--- config.mk ---
export PLATFORM = sky130hd
export DESIGN_NAME = ble_packet_deframer
export DESIGN_NICKNAME = d
export VERILOG_FILES = /design/src/rtl/ble_packet_deframer.sv
export SDC_FILE = /design/constraint.sdc
export NUM_CORES = 1
export LEC_CHECK = 0
export BUFFER_PORTS_ARGS = -buffer_cell sky130_fd_sc_hd__buf_2
export CAP_MARGIN = 20
export CORE_ASPECT_RATIO = 1.75
export CORE_MARGIN = 2
export CORE_UTILIZATION = 55
export DETAILED_ROUTE_END_ITERATION = 10
export GPL_TIMING_DRIVEN = 0
export PLACE_DENSITY = 0.78
export SLEW_MARGIN = 20
export SYNTH_ARGS = -nofsm -noshare
export SYNTH_HDL_FRONTEND = slang
export SYNTH_SLANG_ARGS = --single-unit
export TNS_END_PERCENT = 20
--- constraint.sdc ---
create_clock -name clk -period 5.4 [get_ports clk]
set_input_delay 0.81 -clock clk [delete_from_list [all_inputs] [get_ports clk]]
set_output_delay 0.81 -clock clk [all_outputs]
set_load 0.1 [all_outputs]
--- src/rtl/ble_packet_deframer.sv ---
// Purpose: BLE access-address correlator, de-whitener and header/payload/CRC byte framer.
// Latency: pkt_start/byte_valid/pkt_last/len_err appear 2 clks after the update rising edge that completes them.
// Backpressure: none; the bit stream is free-running and every byte is presented for exactly one clk.
module ble_packet_deframer #(
   parameter logic [31:0] ACCESS_ADDR = 32'h8E89BED6,
   parameter int unsigned MAX_ERR     = 0,
   parameter int unsigned MAX_LEN     = 37,
   parameter bit          DEWHITEN    = 1'b1,
   parameter logic [5:0]  CHANNEL     = 6'd37
) (
   input  logic       clk,
   input  logic       rst,
   input  logic       update,
   input  logic       value,
   output logic [7:0] byte_out,
   output logic       byte_valid,
   output logic       pkt_start,
   output logic       pkt_last,
   output logic       len_err,
   output logic [7:0] pdu_len,
   output logic       busy
);

   typedef enum logic [1:0] {
      S_SEARCH  = 2'd0,
      S_HEADER  = 2'd1,
      S_PAYLOAD = 2'd2,
      S_CRC     = 2'd3
   } state_t;

   localparam logic [5:0] MAX_ERR_W = 6'(MAX_ERR);
   localparam logic [7:0] MAX_LEN_B = 8'(MAX_LEN);
   // Position 0 is forced to 1, positions 1..6 take the channel index MSB-first.
   localparam logic [6:0] LFSR_SEED = {CHANNEL[0], CHANNEL[1], CHANNEL[2], CHANNEL[3],
                                       CHANNEL[4], CHANNEL[5], 1'b1};

   state_t      state_q;
   logic        update_q;
   logic        evt_q;
   logic        value_q;
   logic [31:0] sr_q;
   logic [6:0]  lfsr_q;
   logic [2:0]  bit_cnt_q;
   logic [7:0]  byte_cnt_q;
   logic [7:0]  byte_q;
   logic [7:0]  byte_out_q;
   logic        byte_valid_q;
   logic        pkt_start_q;
   logic        pkt_last_q;
   logic        len_err_q;
   logic [7:0]  pdu_len_q;

   logic [31:0] sr_d;
   logic [31:0] diff;
   logic [5:0]  err_cnt;
   logic        aa_hit;
   logic [6:0]  lfsr_d;
   logic        bit_d;
   logic [7:0]  byte_d;

   // Next shift-register value, Hamming distance to the address, de-whitened bit and byte shift.
   always_comb begin
      sr_d    = {value_q, sr_q[31:1]};
      diff    = sr_d ^ ACCESS_ADDR;
      err_cnt = 6'd0;
      for (int i = 0; i < 32; i++) begin
         err_cnt = err_cnt + {5'd0, diff[i]};
      end
      aa_hit  = (err_cnt <= MAX_ERR_W);
      // pos0<-pos6, pos4<-pos3^pos6, remaining positions shift up by one.
      lfsr_d  = {lfsr_q[5], lfsr_q[4], lfsr_q[3] ^ lfsr_q[6], lfsr_q[2],
                 lfsr_q[1], lfsr_q[0], lfsr_q[6]};
      bit_d   = value_q ^ (DEWHITEN ? lfsr_q[6] : 1'b0);
      byte_d  = {bit_d, byte_q[7:1]};
   end

   // Edge detect, correlation search and packet framing FSM with registered outputs.
   // The detected edge is registered (evt_q) together with its data bit so that every
   // framing output lands a fixed 2 clks after the update rising edge.
   always_ff @(posedge clk or negedge rst) begin
      if (!rst) begin
         state_q      <= S_SEARCH;
         update_q     <= 1'b0;
         evt_q        <= 1'b0;
         value_q      <= 1'b0;
         sr_q         <= '0;
         lfsr_q       <= '0;
         bit_cnt_q    <= '0;
         byte_cnt_q   <= '0;
         byte_q       <= '0;
         byte_out_q   <= '0;
         byte_valid_q <= 1'b0;
         pkt_start_q  <= 1'b0;
         pkt_last_q   <= 1'b0;
         len_err_q    <= 1'b0;
         pdu_len_q    <= '0;
      end else begin
         update_q     <= update;
         evt_q        <= update & ~update_q;
         value_q      <= value;
         byte_valid_q <= 1'b0;
         pkt_start_q  <= 1'b0;
         pkt_last_q   <= 1'b0;
         len_err_q    <= 1'b0;
         if (evt_q) begin
            if (state_q == S_SEARCH) begin
               // Address bits are never whitened, so they bypass the LFSR entirely.
               sr_q <= sr_d;
               if (aa_hit) begin
                  pkt_start_q <= 1'b1;
                  lfsr_q      <= LFSR_SEED;
                  bit_cnt_q   <= '0;
                  byte_cnt_q  <= '0;
                  byte_q      <= '0;
                  state_q     <= S_HEADER;
               end
            end else begin
               lfsr_q    <= lfsr_d;
               byte_q    <= byte_d;
               bit_cnt_q <= bit_cnt_q + 3'd1;
               if (bit_cnt_q == 3'd7) begin
                  byte_out_q   <= byte_d;
                  byte_valid_q <= 1'b1;
                  byte_cnt_q   <= byte_cnt_q + 8'd1;
                  case (state_q)
                     S_HEADER: begin
                        if (byte_cnt_q != 8'd0) begin
                           pdu_len_q  <= byte_d;
                           byte_cnt_q <= '0;
                           if (byte_d > MAX_LEN_B) begin
                              len_err_q  <= 1'b1;
                              pkt_last_q <= 1'b1;
                              sr_q       <= '0;
                              state_q    <= S_SEARCH;
                           end else if (byte_d == 8'd0) begin
                              state_q <= S_CRC;
                           end else begin
                              state_q <= S_PAYLOAD;
                           end
                        end
                     end
                     S_PAYLOAD: begin
                        if (byte_cnt_q == pdu_len_q - 8'd1) begin
                           byte_cnt_q <= '0;
                           state_q    <= S_CRC;
                        end
                     end
                     S_CRC: begin
                        if (byte_cnt_q == 8'd2) begin
                           pkt_last_q <= 1'b1;
                           sr_q       <= '0;
                           state_q    <= S_SEARCH;
                        end
                     end
                     default: ;
                  endcase
               end
            end
         end
      end
   end

   assign byte_out   = byte_out_q;
   assign byte_valid = byte_valid_q;
   assign pkt_start  = pkt_start_q;
   assign pkt_last   = pkt_last_q;
   assign len_err    = len_err_q;
   assign pdu_len    = pdu_len_q;
   assign busy       = (state_q != S_SEARCH);

endmodule

==> qor.txt <==
FLOORPLAN
------------------------------------------------------------------------------
I/O pin count                                                               25
Die Area                                                          0.00867 mm^2
Die Ht                                                                  122 um
Starting density of the core                                             55.8%
Core Area                                                         0.00780 mm^2
Number of rows created at floorplan                                         43
Horizontal die dimension                                               71.3 um

CRITICAL PATH
------------------------------------------------------------------------------
Crit path to                                                        state_q[0]
Reg-to-reg critical path endpoint                                   state_q[0]
Worst Setup Start Kind                                               flip-flop
Critical path class                                               flip-flop to flip-flop
Element type at the critical path end                                flip-flop
Arrival @ worst endpoint                                               5.69 ns
R2r worst-path depth                                                        19
Worst reg2reg path startpoint                                         sr_q[14]
Source of the critical timing path                                    sr_q[14]
Maximum fanout along the worst path                                          4
Data required time at the worst endpoint                               5.62 ns
Worst reg-to-reg setup slack                                          -0.07 ns

TIMING
------------------------------------------------------------------------------
Fin Clk Skew                                                        0.00901 ns
Final Hold Fails                                                             0
Minimum clock period                                                   5.47 ns
Max-slew violation total from the final report                               0
Setup repair after global routing missed its margin                       true
Hold slack                                                            0.400 ns
Crit path setup slack, layout                                       -0.0672 ns
Highest clock rate                                                     183 MHz
Actual transition at the worst max-transition pin                     0.610 ns
Final Cycle Share                                                         101%
Setup violation total in the final timing report                             2
Worst slew slack as a fraction of its limit                              59.1%

CELLS AND AREA
------------------------------------------------------------------------------
Fillers                                                                    607
Share of post-route cells with drive strength above 1                    16.9%
Area growth from synthesis to layout                                     15.3%
Diode count                                                                  0
Fin nets                                                                   491
Core occupancy in the finished layout                                    64.3%

YOSYS
------------------------------------------------------------------------------
Post-Synthesis Net Count                                                   450
Total of flip-flops plus latches after synthesis                            81
Synth area leader                                                      dfrtp_1
Most common cell in the netlist                                        dfrtp_1
Cells after Synth                                                          405
Number of warnings printed during yosys synthesis                            0
Predominant post-synthesis flop cell                                   dfrtp_1
Async set-or-reset flop fraction in the synthesized netlist               100%
Post-synthesis area per instance                                     10.7 um^2
Yosys top cell area share                                                46.6%
Post-synth top cells                                              81 x dfrtp_1, 60 x inv_1, 47 x nand2_1
Sequential area share after synthesis                                    46.6%
Post-synth EDFFs                                                             0
Post-synthesis instance area                                      0.00435 mm^2
Main area contributors after synthesis                            dfrtp_1 47%, fa_1 11%, a22o_1 8.5%, inv_1 5.2%, ha_1 4.9%
Post-synthesis cell type count                                              47

PWR
------------------------------------------------------------------------------
Leakage power                                                          2.49 nW
Power density over the cells                                       501 mW/mm^2
Peak supply drop                                                      0.293 mV

CLOCK TREE
------------------------------------------------------------------------------
CTS H-tree lvls                                                              3
Clock latency on the worst-skew pair                                   0.35 ns
Hold-fix buffers, CTS                                                        0
Clock tree from TritonCTS                                                  yes
Clock Root Buffer                                                    clkbuf_16
Worst-case clock buffer depth                                                2
Number of CTS-inserted buffers                                               9
CTS clk-pin slew, worst paths                                          0.07 ns
Clock sink total                                                            81

GRT
------------------------------------------------------------------------------
Overall global routing resource usage                                    23.2%
Via count of the first global-routing pass                               3,279
Wire length of the first global-routing pass                           15.3 mm
Pin count of the biggest net entering global routing                        50
Antenna violations before repair                                             0
GRT Residual Overflow                                                        0

PLACED DESIGN
------------------------------------------------------------------------------
Routability congestion estimate from global placement                    0.892
Number of buffers inserted by port buffering                                24
DPL Wire Length                                                        6.78 mm

ROUTING
------------------------------------------------------------------------------
DRT antenna net count                                                        0
Number of detailed-routing iterations run before antenna repair              5
Routed length per instance                                             17.6 um
Routed Wire Length                                                     9.50 mm
Number of remaining DRC errors                                               0
Post-DR vias/cell                                                         5.93
First-iteration detailed-routing DRC count                                 213
Routed via count                                                         3,206

OUTCOME
------------------------------------------------------------------------------
Result of the run                                                 complete, but fails checks
Violations in the final reports                                   setup timing

WORST HOLD PATH
------------------------------------------------------------------------------
HP Class                                                          flip-flop to flip-flop

FLOW RUN
------------------------------------------------------------------------------
MaxCap Viol Count                                                            0

[repair_timing]
action	4_1_cts	5_1_grt
setup endpoints to repair	22	23
pin swaps	5	4
gates resized for setup	9	14
setup buffers	2	3
[final cells by class]
class                   instances  area (um^2)  share of cell area (%)
repair buffers                 30          180                    3.59
multi-input cells             246         2100                    41.9
clock buffers                   9          225                    4.49
inverters                      60          225                    4.49
clock inverters                 7         67.6                    1.35
plain buffers                  18         77.6                    1.55
flip-flops and latches         81         2030                    40.4
well taps                      90          113                    2.24
[state kept, by name (all words and copies together), names as in the netlist]
| register | cells |
|---|---|
| state_q | 2 |
| value_q | 1 |
| lfsr_q | 7 |
| pdu_len | 8 |
| byte_q | 7 |
| pkt_last | 1 |
| len_err | 1 |
| update_q | 1 |
| byte_out | 8 |
| byte_valid | 1 |
| pkt_start | 1 |
| evt_q | 1 |
| sr_q | 31 |
| byte_cnt_q | 8 |
| bit_cnt_q | 3 |
[routing by layer]
metal,vias up,global-route usage (%),wire length [um]
met1,1633,24.7,3450
met4,0,15.6,451
met3,38,3.89,271
met2,87,41.0,5320
li1,1448,-,-
met5,-,0,0
[worst max-delay path, cell delays in order (launching register included)]
cell      delay, ns
dfrtp_1        0.40
inv_2          0.05
fa_1           0.55
inv_2          0.05
fa_1           0.47
inv_1          0.05
fa_1           0.52
fa_1           0.45
fa_1           0.51
inv_1          0.05
fa_1           0.50
inv_2          0.06
ha_4           0.15
fa_1           0.46
nor3_2         0.16
nand2_2        0.11
o21a_4         0.28
nor3_4         0.19
nor4b_4        0.24
a311oi_1       0.07
[stage by stage]
| step | worst slack (ns) | total power, mW | TNS (ns) | cells | cell area [um^2] |
|---|---|---|---|---|---|
| final | -0.0672 | 2.51 | -0.127 | 541 | 5020 |
| after global routing | -0.226 | 2.71 | -1.62 | 541 | 5020 |
| after CTS | -0.0648 | 2.44 | -0.0829 | 538 | 4950 |
| after detailed placement | -0.430 | 1.79 | -5.50 | 520 | 4610 |
| after global placement | -0.296 | 1.71 | -3.01 | 519 | 4590 |
| after floorplan | 0.0527 | 1.53 | 0 | 405 | 4350 |
[cell usage in the layout, fill, tap and decap left out, types with 4 or more instances in the layout]
master / n
ha_1: 16
inv_1: 55
fa_1: 24
nor3_1: 5
buf_2: 25
xor2_1: 5
clkbuf_16: 9
mux2_2: 5
a21oi_1: 7
and2_1: 6
nand2_1: 46
dfrtp_1: 81
inv_2: 5
buf_4: 6
nor2_1: 15
a22o_1: 42
nor2b_1: 6
o221ai_1: 5
xnor2_1: 7
o21ai_0: 8
nand3_1: 4
clkbuf_1: 13
[kinds of logic after synthesis]
group	after synthesis	synth area share (%)
and+or+nand+nor	102	11.2
AOI/OAI and AO/OA	86	15.7
DFF	81	46.6
buffers and inverters	78	6.93
adders and majority gates	41	15.9
xor gates and xnor gates	12	2.41
muxes	5	1.29
[how the worst min path moves through the flow]
stage          cells after the start  endpoint     start  slack (ns)
3_5_place_dp                       1     evt_q  update_q        0.39
2_1_floorplan                      1     evt_q  update_q        0.38
3_3_place_gp                       1     evt_q  update_q        0.39
4_1_cts                            1     evt_q  update_q        0.40
5_1_grt                            1     evt_q  update_q        0.43
6_report                           1     evt_q  update_q        0.40
[where the power goes]
group / switching (mW) / internal, mW / total (mW)
Combinational: 0.673 / 0.428 / 1.10
Sequential: 0.103 / 0.706 / 0.809
Clock: 0.277 / 0.326 / 0.602
Total: 1.05 / 1.46 / 2.51
Power figures use the tool's default switching activity.
